<file path="src/rtl/axis_demux.sv">
// Packet-level AXI-Stream demultiplexer: one source fanned out to NUM_SINKS sinks.
// The destination is latched from tuser on the first beat and held until tlast.
module axis_demux #(
  parameter int DATA_WIDTH = 32,
  parameter int USER_WIDTH = 8,
  parameter int NUM_SINKS  = 2,
  parameter int DEST_LSB   = 0,
  parameter int DEST_WIDTH = 3,
  parameter int CNT_WIDTH  = 16
) (
  input  logic                             clk,
  input  logic                             rst,
  input  logic                             s_tvalid,
  output logic                             s_tready,
  input  logic                             s_tlast,
  input  logic [USER_WIDTH-1:0]            s_tuser,
  input  logic [DATA_WIDTH-1:0]            s_tdata,
  output logic [NUM_SINKS-1:0]             m_tvalid,
  input  logic [NUM_SINKS-1:0]             m_tready,
  output logic [NUM_SINKS-1:0]             m_tlast,
  output logic [USER_WIDTH*NUM_SINKS-1:0]  m_tuser,
  output logic [DATA_WIDTH*NUM_SINKS-1:0]  m_tdata,
  output logic [CNT_WIDTH-1:0]             drop_count,
  output logic                             busy
);

  if (NUM_SINKS < 1 || NUM_SINKS > 8 || DEST_LSB + DEST_WIDTH > USER_WIDTH ||
      (2 ** DEST_WIDTH) < NUM_SINKS) begin : g_param_err
    $error("axis_demux: illegal parameter combination");
  end

  typedef enum logic [1:0] {IDLE, ROUTE, DROP} state_t;

  state_t                          state_q, state_d;
  logic [DEST_WIDTH-1:0]           cur_q, cur_d;
  logic [DEST_WIDTH-1:0]           dest;
  logic [NUM_SINKS-1:0]            dest_hot, cur_hot, can_acc, wr_en;
  logic                            dest_ok, acc, drop_inc;
  logic [CNT_WIDTH-1:0]            drop_q;
  logic [NUM_SINKS-1:0]            vld_q, last_q;
  logic [USER_WIDTH*NUM_SINKS-1:0] user_q;
  logic [DATA_WIDTH*NUM_SINKS-1:0] data_q;

  assign dest    = s_tuser[DEST_LSB +: DEST_WIDTH];
  assign can_acc = ~vld_q | m_tready;
  assign acc     = s_tvalid && s_tready;

  // One-hot decode of the incoming and held destinations; out-of-range dest decodes to all-zero.
  always_comb begin
    dest_hot = '0;
    cur_hot  = '0;
    for (int k = 0; k < NUM_SINKS; k++) begin
      dest_hot[k] = (dest == DEST_WIDTH'(k));
      cur_hot[k]  = (cur_q == DEST_WIDTH'(k));
    end
    dest_ok = |dest_hot;
  end

  always_ff @(posedge clk) begin
    if (rst) begin
      state_q <= IDLE;
      cur_q   <= '0;
      drop_q  <= '0;
    end else begin
      state_q <= state_d;
      cur_q   <= cur_d;
      if (drop_inc && !(&drop_q)) drop_q <= drop_q + 1'b1;
    end
  end

  always_comb begin
    state_d = state_q;
    cur_d   = cur_q;
    case (state_q)
      IDLE: begin
        if (acc && !s_tlast) begin
          if (dest_ok) begin
            state_d = ROUTE;
            cur_d   = dest;
          end else begin
            state_d = DROP;
          end
        end
      end
      ROUTE, DROP: if (acc && s_tlast) state_d = IDLE;
      default: state_d = IDLE;
    endcase
  end

  // Ready depends only on the addressed slot, never on s_tvalid.
  always_comb begin
    s_tready = 1'b0;
    wr_en    = '0;
    drop_inc = 1'b0;
    case (state_q)
      IDLE: begin
        if (dest_ok) begin
          s_tready = |(can_acc & dest_hot);
          if (s_tvalid && s_tready) wr_en = dest_hot;
        end else begin
          s_tready = 1'b1;
          drop_inc = s_tvalid;
        end
      end
      ROUTE: begin
        s_tready = |(can_acc & cur_hot);
        if (s_tvalid && s_tready) wr_en = cur_hot;
      end
      DROP:    s_tready = 1'b1;
      default: s_tready = 1'b0;
    endcase
  end

  // Output slots: a new write overrides a simultaneous drain so the stream has no bubble.
  always_ff @(posedge clk) begin
    if (rst) begin
      vld_q  <= '0;
      last_q <= '0;
      user_q <= '0;
      data_q <= '0;
    end else begin
      for (int k = 0; k < NUM_SINKS; k++) begin
        if (wr_en[k]) begin
          vld_q[k]                              <= 1'b1;
          last_q[k]                             <= s_tlast;
          user_q[k*USER_WIDTH +: USER_WIDTH]    <= s_tuser;
          data_q[k*DATA_WIDTH +: DATA_WIDTH]    <= s_tdata;
        end else if (m_tready[k]) begin
          vld_q[k] <= 1'b0;
        end
      end
    end
  end

  assign m_tvalid   = vld_q;
  assign m_tlast    = last_q;
  assign m_tuser    = user_q;
  assign m_tdata    = data_q;
  assign drop_count = drop_q;
  assign busy       = (state_q != IDLE);

endmodule

</file>
<file path="config.mk">
export PLATFORM = sky130hd
export DESIGN_NAME = axis_demux
export DESIGN_NICKNAME = d
export VERILOG_FILES = /design/src/rtl/axis_demux.sv
export SDC_FILE = /design/constraint.sdc
export NUM_CORES = 1
export LEC_CHECK = 0
export ABC_AREA = 1
export CAP_MARGIN = 20
export CORE_MARGIN = 1
export CORE_UTILIZATION = 30
export DETAILED_ROUTE_END_ITERATION = 12
export GPL_ROUTABILITY_DRIVEN = 0
export HOLD_SLACK_MARGIN = 0.02
export PLACE_DENSITY = 0.6
export SYNTH_ARGS = -nofsm -noshare
export SYNTH_HDL_FRONTEND = slang
export SYNTH_SLANG_ARGS = --single-unit
</file>
<file path="constraint.sdc">
create_clock -name clk -period 2.91 [get_ports clk]
set_input_delay 0.4365 -clock clk [delete_from_list [all_inputs] [get_ports clk]]
set_output_delay 0.4365 -clock clk [all_outputs]
set_load 0.02 [all_outputs]
</file>
## After elaboration in Yosys (flattened, before gate mapping)

Index checks and enable logic that the tools add are counted.

| cells by class | value |
|---|---|
| $add $sub $neg | 1 |
| bitwise gates (word level) | 4 |
| equal/unequal tests | 6 |
| reduce and logical (&&, ||, !) cells | 21 |
| muxes and demuxes | 16 |

Operators with widths:

| operator | number |
|---|---|
| $add 16x1->16 const B | 1 |
| $reduce_and 16->1 | 1 |
| $mux 2 | 6 |
| $pmux 2 s2 | 2 |
| $reduce_or 2->1 | 4 |
| $mux 1 | 7 |
| $eq 3x1->1 const B | 2 |
| $logic_and 1x1->1 | 6 |
| $logic_not 3->1 | 2 |
| $reduce_bool 2->1 | 3 |
| $and 2x2->2 | 2 |
| $ne 2x2->1 const B | 2 |
| $pmux 1 s3 | 1 |
| $reduce_and 3->1 | 1 |
| $eq 2x1->1 const B | 1 |
| $eq 2x2->1 const B | 1 |
| $logic_not 1->1 | 2 |
| $logic_not 2->1 | 1 |
| $not 2->2 | 1 |
| $or 2x2->2 | 1 |
| $reduce_and 2->1 | 1 |

| storage, ports and cells | value |
|---|---|
| register bits | 105 |
| output and inout bits | 102 |
| input port bits | 46 |
| logic and storage cells | 59 |

## Logic depth before layout (Yosys ltp)

Gate-level depths: netlist of run 1.

| logic depth | value |
|---|---|
| depth in word-level cells | 10 |
| gate-level depth with buffers | 13 |
| gate-level depth less buffers | 12 |

## Worst setup path after synthesis of run 1

No wires, ideal clock.

| timing path | value |
|---|---|
| path type | register to register |
| start point | register drop_q[0] (netlist: drop_count[0]) |
| end point | register drop_q[7] (netlist: drop_count[7]) |
| arrival time | 1.603 ns |
| required time | 2.852 ns |
| path buffers | 0 |
| path slack | 1.249 ns |
| clock period less this slack | 1.661 ns |
| cell stages (with the launch flop) | 11 |
| setup time | 0.058 ns |
| path through | dfxtp_1 ha_1 nand3_1 nor3_1 nand3_1 nand2_4 nor2_4 nand2_1 nor2_1 a21oi_1 o21a_1 |

| on the way | value |
|---|---|
| cells in the longest elaborated chain, start to end | 3 |
| elaborated cells between the ends (all ways) | 4 |
| classes of those cells | add/sub: 1; reduce/logical: 3 |

RTL lines:

| item | RTL line | source |
|---|---|---|
| start, declared | 39 | `logic [CNT_WIDTH-1:0] drop_q;` |
| start signal, assigned | 67 | `if (drop_inc && !(&drop_q)) drop_q <= drop_q + 1'b1;` |
| branches (longest 3 deep; another with $add 16x1->16) | n/a |  |

Parallel ways; which one is timed is not known.
A chain may end at the register's enable or synchronous reset.

## Final worst setup path of run 1

| timing path | value |
|---|---|
| start point | input s_tuser[2] |
| end point | output s_tready |

| on the way | value |
|---|---|
| cells in the longest elaborated chain, start to end | 5 |
| elaborated cells between the ends (all ways) | 7 |
| classes of those cells | eq/ne: 1; mux: 2; bitwise: 1; reduce/logical: 3 |

RTL lines:

| item | RTL line | source |
|---|---|---|
| start, declared | 16 | `input logic [USER_WIDTH-1:0] s_tuser,` |
| $eq 3x1->1 or $logic_not 3->1 (tied branches) | 53 | `dest_hot[k] = (dest == DEST_WIDTH'(k));` |
| $and 2x2->2 | 98 | `s_tready = \|(can_acc & dest_hot);` |
| $reduce_or 2->1 | 98 |  |
| $mux 1 (*) | 97 | `if (dest_ok) begin` |
| $pmux 1 s3 (*) | 95 | `case (state_q)` |
| end, declared | 14 | `output logic s_tready,` |

Mark *: on every way between the ends. The rest lies on a longest branch, timed or not.

==> results of run 1 <==
through the flow:
stage / cell area, um^2 / std cells / utilization / total power [uW]
after floorplan: 4170 / 545 / - / 1830
after global placement: 5740 / 847 / 0.428 / 2070
after detailed placement: 5740 / 847 / 0.428 / 2070
after CTS: 6060 / 863 / 0.452 / 3410
after global routing: 6060 / 863 / 0.452 / 3500
final: 6060 / 863 / 0.452 / 3370
sequential cells by signal, indices dropped and copies added (netlist names):
| register | count |
|---|---|
| drop_count | 16 |
| m_tvalid | 2 |
| state_q | 2 |
| cur_q | 3 |
| m_tlast | 2 |
| m_tdata | 64 |
| m_tuser | 16 |
layer usage:
| metal | track usage | share of wire | wire length (um) | vias to the layer above |
|---|---|---|---|---|
| li1 | - | - | - | 2016 |
| met3 | 0.0732 | 0.096 | 1160 | 19 |
| met4 | 0.0727 | 0.021 | 251 | 0 |
| met2 | 0.281 | 0.45 | 5500 | 124 |
| met1 | 0.206 | 0.43 | 5220 | 1821 |
| met5 | 0 | 0 | 0 | - |
cell families after synthesis:
family	share of synthesized area
adder cells (fa/ha/maj)	0.0150
flip-flops	0.504
AND/OR/NAND/NOR	0.262
XOR/XNOR	0.00630
buffers and inverters	0.0762
AO/OA/AOI/OAI	0.136
worst max path at each step:
stage,startpoint,end,slack (ns),cells after the start
2_1_floorplan,drop_count[0],drop_count[7],1.25,10
6_report,s_tuser[2],s_tready,0.25,7
3_5_place_dp,s_tuser[2],s_tready,0.26,7
4_1_cts,s_tuser[2],s_tready,0.25,7
3_3_place_gp,s_tuser[1],s_tready,0.26,7
5_1_grt,s_tuser[2],s_tready,0.16,7
cell usage in the layout (no fill, tap or decap), types with 6 or more instances in the layout:
cell type,instances
sky130_fd_sc_hd__o21ai_0,88
sky130_fd_sc_hd__nor2_1,172
sky130_fd_sc_hd__nand2_1,42
sky130_fd_sc_hd__clkdlybuf4s50_1,147
sky130_fd_sc_hd__dfxtp_1,105
sky130_fd_sc_hd__a21oi_1,17
sky130_fd_sc_hd__nor3_1,6
sky130_fd_sc_hd__clkbuf_16,9
sky130_fd_sc_hd__inv_1,31
sky130_fd_sc_hd__nand3_1,18
worst register-to-register path: stages, from the launching register on:
cell,delay [ns]
sky130_fd_sc_hd__dfxtp_1,0.41
sky130_fd_sc_hd__inv_1,0.08
sky130_fd_sc_hd__ha_1,0.27
sky130_fd_sc_hd__inv_1,0.11
sky130_fd_sc_hd__nor2_1,0.06
sky130_fd_sc_hd__nand3_1,0.10
sky130_fd_sc_hd__nand2_2,0.09
sky130_fd_sc_hd__inv_2,0.58
sky130_fd_sc_hd__nand2_1,0.10
sky130_fd_sc_hd__nand2_1,0.09
sky130_fd_sc_hd__inv_1,0.04
area by class of cell:
| class | count | share of cell area |
|---|---|---|
| flip-flops and latches | 105 | 0.347 |
| inverters | 35 | 0.0221 |
| clock buffers | 12 | 0.0407 |
| repair buffers | 153 | 0.252 |
| clock inverters | 4 | 0.0126 |
| multi-input cells | 378 | 0.289 |
| well taps | 176 | 0.0363 |
power by group through the flow:
stage	logic (uW)	clock network, uW	registers, uW
3_5_place_dp	514	0	1560
2_1_floorplan	223	0	1610
3_3_place_gp	511	0	1560
6_report	513	1330	1530
5_1_grt	560	1410	1530
4_1_cts	518	1360	1530
==> parameters.txt, run 1 <==
Parameter                              Value

Status
  Run status    completed

Global route
  Vias in the first global route    3992
  Number of antenna violations at the first check in global routing    0
  Global-route congestion overflow total    0
  Global-route total usage across every layer    0.176
  Global-route wire length before repair    19900 um
  Maximum number of pins on one net before global-route repair    47

Timing
  Final hold violations    0
  Setup-violating endpoint count in the final report    0
  Tmin final    2.66 ns
  Top achievable clock speed    0.375 GHz
  Worst relative slew slack    0.470
  Measured slew at the worst slew-check pin    0.794 ns
  Post-layout worst setup margin    0.245 ns
  Final clock skew    0.00700 ns
  Max Transition Viols Final    0
  Worst hold slack across all endpoints    0.493 ns
  Unrepaired setup endpoints after global routing    false
  Final cycle utilization of the critical path    0.916
  Final sum of negative setup slack    0 ns

Pwr
  Switching power of the nets    872 uW
  Switching share of power    0.259
  Cell Pwr Density    556 nW/um^2
  Internal cell power    2500 uW
  Leak    0.00245 uW
  Combinational share of power    0.152
  Peak supply drop    0.000260 V
  Power share of the clock group    0.394
  Proportion of power drawn by flip-flops and latches    0.453

Clock tree
  Number of hold buffers added after cts    0
  Number of setup buffers added after CTS    0
  Max Root-Sink Buffers    2
  Clock slew at the register clock pins of the worst setup and hold paths    0.06 ns
  Level count of the clock H-tree    3
  Number of gates resized after CTS    0
  Cell at the root of the clock tree    sky130_fd_sc_hd__clkbuf_16
  Cts bufs inserted    9
  Clock tree from TritonCTS    built
  Clock sink count    105
  Clock latency on the worst-skew pair    0.35 ns

Critical path
  List of cells traversed by the critical path    clkdlybuf4s50_1 -> nor2_4 -> nand3_1 -> nand3_1 -> nand2_1 -> a31oi_1 -> clkdlybuf4s50_1
  Max stage delay cell, worst path    sky130_fd_sc_hd__clkdlybuf4s50_1
  R2r startpoint    state_q[0]
  Reg-to-reg endpoint    m_tvalid[1]
  Critical Path Sink Type    primary output
  Data required, critical path    2.47 ns
  Arrival time at the worst endpoint    2.23 ns
  Top fanout value on the critical path    5
  Number of buffers and inverters on the critical path    2
  Worst Setup Path Type    primary input to primary output
  R2R depth    10
  Worst reg-to-reg setup slack    0.88 ns
  Delay of the slowest critical-path stage    0.63 ns
  Worst setup SP type    primary input
  Cell family with most CP delay    buffers and inverters

Drt
  Routed Antenna Nets    0
  Via count    3980
  Detailed-route vias per instance    4.61
  Routed wire length    12100 um
  Routed length per instance    14.1 um
  Drt initial violations    177
  First-pass iteration count of the detailed router    6
  Residual DRC    0

Final layout
  Area taken by multi-input logic gates    1750 um^2
  Number of nets in the final layout    733
  Number of antenna repair diodes    0
  Count of filler cells inserted in the layout    1340
  Fraction of layout instances using a drive strength above 1    0.0568
  Register Area    2100 um^2
  Area Overhead vs Synth    45.3%

Yosys
  Main area contributors after synthesis    sky130_fd_sc_hd__dfxtp_1, sky130_fd_sc_hd__nor2_1, sky130_fd_sc_hd__o21ai_0
  Netlist area before placement    4170 um^2
  Yosys top cell by area    sky130_fd_sc_hd__dfxtp_1
  Leading cell type by number of instances after synthesis    sky130_fd_sc_hd__nor2_1
  Number of enable flip-flop cells after synthesis    0
  Post-synthesis sequential area ratio    0.504
  Top cells by instance count after synthesis    sky130_fd_sc_hd__nor2_1, sky130_fd_sc_hd__dfxtp_1, sky130_fd_sc_hd__o21ai_0
  Mapped Avg Cell Area    7.65 um^2
  Post-synth top flop    sky130_fd_sc_hd__dfxtp_1
  Count of unique library cells instantiated by Yosys    28
  Number of synthesized register bits    105
  Mapped Cells    545
  Number of warnings issued by yosys    0
  Synthesized Nets    596
  Share of synthesized registers carrying an async set or reset    0
  Area share of the leading cell type in the synthesized netlist    0.504

Worst hold path
  Type of the tightest min-delay check    register to register
  Hold path endpoint    drop_count[4]
  Hold path start    drop_count[4]
  Cell depth of the worst min-delay path    2

Placed design
  Placement-stage worst setup slack    0.261 ns
  HPWL after detailed placement    8410 um
  Number of port buffers    147

Die
  Width of the chip    120 um
  Die outline area    14400 um^2
  Vertical die dimension    120 um
  Starting utilization of the core area    0.311
  Core outline area    13400 um^2
  Std cell rows    42
  I/O Pins    148

Flow run
  Number of maximum-capacitance constraint violations    0
No activity file was read; power rests on OpenSTA's default activity.
==> run 2, diff against run 1 <==
--- a/config.mk
+++ b/config.mk
@@ -9,6 +9,7 @@
 export CAP_MARGIN = 20
 export CORE_MARGIN = 1
 export CORE_UTILIZATION = 30
+export CTS_BUF_LIST = sky130_fd_sc_hd__clkbuf_8
 export DETAILED_ROUTE_END_ITERATION = 12
 export GPL_ROUTABILITY_DRIVEN = 0
 export HOLD_SLACK_MARGIN = 0.02
==> parameters.txt, run 2 (synthesized netlist as in run 1, its figures left out) <==
Parameter                              Value

Timing
  Measured slew at the worst slew-check pin    0.789 ns (was 0.794 ns)
  Final clock skew    0.00618 ns (was 0.00700 ns)
  Tmin final    2.66 ns (about the same)
  Unrepaired setup endpoints after global routing    false (unchanged)
  Final hold violations    0 (unchanged)
  Max Transition Viols Final    0 (unchanged)
  Final cycle utilization of the critical path    0.915 (was 0.916)
  Top achievable clock speed    0.375 GHz (about the same)
  Worst relative slew slack    0.473 (was 0.470)
  Post-layout worst setup margin    0.246 ns (was 0.245 ns)
  Setup-violating endpoint count in the final report    0 (unchanged)
  Final sum of negative setup slack    0 ns (unchanged)

Clock tree
  Clock sink count    105 (unchanged)
  Clock tree from TritonCTS    built (unchanged)
  Max Root-Sink Buffers    2 (unchanged)
  Cts bufs inserted    9 (unchanged)
  Number of gates resized after CTS    0 (unchanged)
  Number of setup buffers added after CTS    0 (unchanged)
  Level count of the clock H-tree    3 (unchanged)
  Clock latency on the worst-skew pair    0.37 ns (was 0.35 ns)
  Number of hold buffers added after cts    0 (unchanged)
  Clock slew at the register clock pins of the worst setup and hold paths    0.09 ns (was 0.06 ns)
  Cell at the root of the clock tree    sky130_fd_sc_hd__clkbuf_8 (was sky130_fd_sc_hd__clkbuf_16)

Die
  Vertical die dimension    120 um (unchanged)
  Core outline area    13400 um^2 (unchanged)
  Std cell rows    42 (unchanged)
  Die outline area    14400 um^2 (unchanged)
  I/O Pins    148 (unchanged)
  Starting utilization of the core area    0.311 (unchanged)
  Width of the chip    120 um (unchanged)

Final layout
  Number of antenna repair diodes    0 (unchanged)
  Fraction of layout instances using a drive strength above 1    0.0568 (unchanged)
  Most frequent cells in the layout    sky130_fd_sc_hd__nor2_1, sky130_fd_sc_hd__clkdlybuf4s50_1, sky130_fd_sc_hd__dfxtp_1 (unchanged)
  Area Overhead vs Synth    42.8% (was 45.3%)
  Number of flip-flops in the largest register    64 (unchanged)
  Final core utilization    0.445 (was 0.452)
  Most common cell after layout, fill and taps aside    sky130_fd_sc_hd__nor2_1 (unchanged)
  Number of nets in the final layout    733 (unchanged)

Pwr
  Leak    0.00242 uW (was 0.00245 uW)
  Peak supply drop    0.000244 V (was 0.000260 V)
  Cell Pwr Density    511 nW/um^2 (was 556 nW/um^2)

Placed design
  Placement-stage worst setup slack    0.261 ns (unchanged)
  Number of port buffers    147 (unchanged)
  HPWL after detailed placement    8410 um (unchanged)

Critical path
  Worst setup SP type    primary input (unchanged)
  Critical Path Sink Type    primary output (unchanged)
  Top fanout value on the critical path    5 (unchanged)
  Delay of the slowest critical-path stage    0.63 ns (about the same)
  Worst reg-to-reg setup slack    0.89 ns (was 0.88 ns)
  Cell family with most CP delay    buffers and inverters (unchanged)
  Max stage delay cell, worst path    sky130_fd_sc_hd__clkdlybuf4s50_1 (unchanged)
  Arrival time at the worst endpoint    2.23 ns (about the same)
  Number of buffers and inverters on the critical path    2 (unchanged)
  List of cells traversed by the critical path    clkdlybuf4s50_1 -> nor2_4 -> nand3_1 -> nand3_1 -> nand2_1 -> a31oi_1 -> clkdlybuf4s50_1 (unchanged)
  Worst Setup Path Type    primary input to primary output (unchanged)
  Data required, critical path    2.47 ns (about the same)

Global route
  Global-route congestion overflow total    0 (unchanged)
  Global-route total usage across every layer    0.175 (was 0.176)
  Maximum number of pins on one net before global-route repair    47 (unchanged)
  Number of antenna violations at the first check in global routing    0 (unchanged)
  Global-route wire length before repair    19800 um (was 19900 um)
  Vias in the first global route    3959 (was 3992)

Worst hold path
  Type of the tightest min-delay check    register to register (unchanged)

Drt
  Via count    3973 (was 3980)
  Routed Antenna Nets    0 (unchanged)
  Routed wire length    12100 um (about the same)
  Routed length per instance    14.0 um (was 14.1 um)
  Detailed route wirelength on metal3    1180 um (was 1160 um)
  Residual DRC    0 (unchanged)
  Sum of met2 wire segment lengths after detailed routing    5510 um (was 5500 um)
  Met1 Wirelength    5160 um (was 5220 um)
  Detailed-route vias per instance    4.60 (was 4.61)
  Drt initial violations    181 (was 177)
  Max layer used    met4 (unchanged)
  First-pass iteration count of the detailed router    6 (unchanged)

Flow run
  Number of maximum-capacitance constraint violations    0 (unchanged)

Status
  Run status    completed (unchanged)
==> run 2: cell types whose count changed in the layout (fill, tap and decap cells not counted), sizes merged <==
cell | previous run | this run
clkbuf | 12 | 10
inv | 35 | 37
==> run 2: metal layers <==
| layer | up-vias | global-route usage |
|---|---|---|
| met3 | 17 | 0.0718 |
| met4 | 0 | 0.0773 |
| met5 | - | 0 |
| met1 | 1807 | 0.204 |
| met2 | 134 | 0.280 |
| li1 | 2015 | - |
==> run 2: final timing paths <==
kind | endpoint | cells after the start | start
hold / removal | cur_q[1] | 2 | cur_q[1]
hold reg to reg | cur_q[1] | 2 | cur_q[1]
setup / recovery | s_tready | 7 | s_tuser[2]
setup reg to reg | m_tvalid[1] | 10 | state_q[0]
==> run 2: per-stage QoR <==
step	area, um^2	hold slack [ns]	std cells	total power, uW
2_1_floorplan	4170	0.457	545	1830
3_3_place_gp	5740	0.466	847	2070
3_5_place_dp	5740	0.471	847	2070
4_1_cts	5960	0.486	863	3090
5_1_grt	5960	0.506	863	3190
6_report	5960	0.485	863	3040
==> run 2: final cells by class <==
class	instances	area [um^2]
clock inverter	6	83.8
tap	176	220
clock buffer	10	138
multi-input combinational	378	1750
fill	1353	7440
timing repair buffer	153	1530
inverter	35	134
sequential	105	2100
==> run 2: worst reg2reg max path, stage by stage, from the launching register on <==
cell and delay, ns:
sky130_fd_sc_hd__dfxtp_1 0.41, sky130_fd_sc_hd__inv_1 0.08, sky130_fd_sc_hd__ha_1 0.26, sky130_fd_sc_hd__inv_1 0.11, sky130_fd_sc_hd__nor2_1 0.06, sky130_fd_sc_hd__nand3_1 0.10
sky130_fd_sc_hd__nand2_2 0.09, sky130_fd_sc_hd__inv_2 0.58, sky130_fd_sc_hd__nand2_1 0.10, sky130_fd_sc_hd__nand2_1 0.09, sky130_fd_sc_hd__inv_1 0.04
==> run 2: where the power goes <==
group          total [uW]  switching, uW  internal (uW)
combinational         514            288            225
clock                1000            500            504
sequential           1530           37.3           1490
==> run 3, diff against run 2 <==
--- a/config.mk
+++ b/config.mk
@@ -7,6 +7,7 @@
 export LEC_CHECK = 0
 export ABC_AREA = 1
 export CAP_MARGIN = 20
+export CORE_ASPECT_RATIO = 1.4
 export CORE_MARGIN = 1
 export CORE_UTILIZATION = 30
 export CTS_BUF_LIST = sky130_fd_sc_hd__clkbuf_8
==> parameters.txt, run 3 (synthesized netlist as in run 1, its figures left out) <==
Parameter                              Value

Critical path
  Arrival time at the worst endpoint    2.27 ns (was 2.23 ns)
  Data required, critical path    2.47 ns (about the same)
  Worst Setup Path Type    primary input to primary output (unchanged)
  Critical Path Sink Type    primary output (unchanged)
  Top fanout value on the critical path    5 (unchanged)
  R2r startpoint    state_q[0] (unchanged)
  R2R depth    10 (unchanged)
  Max stage delay cell, worst path    sky130_fd_sc_hd__clkdlybuf4s50_1 (unchanged)
  Worst reg-to-reg setup slack    0.90 ns (was 0.89 ns)
  Delay of the slowest critical-path stage    0.64 ns (was 0.63 ns)
  Worst setup SP type    primary input (unchanged)
  List of cells traversed by the critical path    clkdlybuf4s50_1 -> nor2_4 -> nand3_1 -> nand3_1 -> nand2_1 -> a31oi_1 -> clkdlybuf4s50_1 (unchanged)
  Reg-to-reg endpoint    m_tvalid[1] (unchanged)

Placed design
  Placed Instance Area    5760 um^2 (was 5740 um^2)
  HPWL after detailed placement    8550 um (was 8410 um)
  Number of port buffers    147 (unchanged)
  Placement-stage worst setup slack    0.238 ns (was 0.261 ns)

Timing
  Final hold violations    0 (unchanged)
  Final cycle utilization of the critical path    0.929 (was 0.915)
  Final clock skew    0.0155 ns (was 0.00618 ns)
  Unrepaired setup endpoints after global routing    false (unchanged)
  Measured slew at the worst slew-check pin    0.799 ns (was 0.789 ns)
  Setup-violating endpoint count in the final report    0 (unchanged)
  Tmin final    2.70 ns (was 2.66 ns)
  Max Transition Viols Final    0 (unchanged)
  Post-layout worst setup margin    0.207 ns (was 0.246 ns)
  Worst relative slew slack    0.466 (was 0.473)
  Final sum of negative setup slack    0 ns (unchanged)
  Top achievable clock speed    0.370 GHz (was 0.375 GHz)

Final layout
  Number of flip-flops in the largest register    64 (unchanged)
  Number of antenna repair diodes    0 (unchanged)
  Area Overhead vs Synth    42.6% (was 42.8%)
  Most frequent cells in the layout    sky130_fd_sc_hd__nor2_1, sky130_fd_sc_hd__clkdlybuf4s50_1, sky130_fd_sc_hd__dfxtp_1 (unchanged)
  Fraction of layout instances using a drive strength above 1    0.0583 (was 0.0568)
  Area of all placed cells without fillers    5950 um^2 (was 5960 um^2)
  Most common cell after layout, fill and taps aside    sky130_fd_sc_hd__nor2_1 (unchanged)
  Count of filler cells inserted in the layout    1374 (was 1353)
  Number of nets in the final layout    732 (was 733)

Drt
  Drt initial violations    163 (was 181)
  First-pass iteration count of the detailed router    4 (was 6)
  Via count    4020 (was 3973)
  Routed wire length    12300 um (was 12100 um)
  Routed Antenna Nets    0 (unchanged)
  Routed length per instance    14.1 um (was 14.0 um)
  Residual DRC    0 (unchanged)
  Detailed-route vias per instance    4.63 (was 4.60)

Pwr
  Peak supply drop    0.000240 V (was 0.000244 V)
  Leak    0.00240 uW (was 0.00242 uW)
  Cell Pwr Density    491 nW/um^2 (was 511 nW/um^2)

Worst hold path
  Hold path start    cur_q[2] (was cur_q[1])
  Type of the tightest min-delay check    register to register (unchanged)
  Hold path endpoint    cur_q[2] (was cur_q[1])
  Cell depth of the worst min-delay path    2 (unchanged)

Clock tree
  Number of setup buffers added after CTS    0 (unchanged)
  Number of gates resized after CTS    0 (unchanged)
  Cell at the root of the clock tree    sky130_fd_sc_hd__clkbuf_8 (unchanged)
  Level count of the clock H-tree    3 (unchanged)
  Clock latency on the worst-skew pair    0.36 ns (was 0.37 ns)
  Clock sink count    105 (unchanged)
  Cts bufs inserted    9 (unchanged)
  Clock tree from TritonCTS    built (unchanged)
  Number of hold buffers added after cts    0 (unchanged)
  Max Root-Sink Buffers    2 (unchanged)
  Clock slew at the register clock pins of the worst setup and hold paths    0.09 ns (about the same)

Die
  Std cell rows    50 (was 42)
  Die outline area    14400 um^2 (about the same)
  Starting utilization of the core area    0.310 (was 0.311)
  I/O Pins    148 (unchanged)
  Core outline area    13500 um^2 (was 13400 um^2)
  Width of the chip    102 um (was 120 um)
  Vertical die dimension    142 um (was 120 um)

Global route
  Vias in the first global route    3828 (was 3959)
  Number of antenna violations at the first check in global routing    0 (unchanged)
  Global-route wire length before repair    19200 um (was 19800 um)
  Global-route congestion overflow total    0 (unchanged)
  Global-route total usage across every layer    0.172 (was 0.175)
  Maximum number of pins on one net before global-route repair    44 (was 47)

Status
  Run status    completed (unchanged)

Flow run
  Number of maximum-capacitance constraint violations    0 (unchanged)
run 3: cell types whose count changed in the layout (fill, tap and decap cells not counted):
cell / before / now
sky130_fd_sc_hd__buf_12: 1 / 3
sky130_fd_sc_hd__buf_4: 5 / 2
sky130_fd_sc_hd__bufinv_16: 2 / 0
sky130_fd_sc_hd__clkinv_2: 0 / 1
sky130_fd_sc_hd__clkinv_4: 1 / 0
sky130_fd_sc_hd__inv_1: 33 / 31
sky130_fd_sc_hd__inv_6: 0 / 4
run 3: worst max path at each step:
stage	start	endpoint	slack (ns)	depth (start not counted)
after floorplan	drop_count[0]	drop_count[7]	1.25	10
after global placement	s_tuser[1]	s_tready	0.24	7
after detailed placement	s_tuser[1]	s_tready	0.24	7
after CTS	s_tuser[1]	s_tready	0.23	7
after global routing	s_tuser[2]	s_tready	0.11	7
final	s_tuser[1]	s_tready	0.21	7
run 3: metal layers:
| metal | share of wire | track usage | wire, um |
|---|---|---|---|
| met5 | 0 | 0 | 0 |
| met4 | 0.020 | 0.0610 | 240 |
| met3 | 0.064 | 0.0483 | 788 |
| met2 | 0.50 | 0.296 | 6080 |
| met1 | 0.42 | 0.201 | 5160 |
run 3: cell type report:
type	count	area [um^2]	share of cell area
flip-flops and latches	105	2100	0.353
well taps	182	228	0.0383
multi-input cells	378	1750	0.295
clock inverters	6	47.5	0.00799
inverters	35	134	0.0225
clock buffers	10	138	0.0231
repair buffers	152	1550	0.260
run 3: power breakdown:
part	total, uW	internal (uW)	switching, uW
logic	518	229	290
clock network	874	347	528
registers	1530	1490	38.0
total	2920	2060	856
run 3: worst max-delay path, delay by kind of cell:
kind                   cells  cell delay [ns]
buffers and inverters      2             1.11
AND/OR/NAND/NOR            4             0.53
AO/OA/AOI/OAI              1             0.19
run 3: stage by stage:
stage	util	std cells	total power, uW	hold slack [ns]
2_1_floorplan	-	545	1830	0.457
4_1_cts	0.442	868	2960	0.489
5_1_grt	0.442	868	3070	0.507
6_report	0.442	868	2920	0.486
3_5_place_dp	0.428	852	2080	0.472
3_3_place_gp	0.428	852	2070	0.465
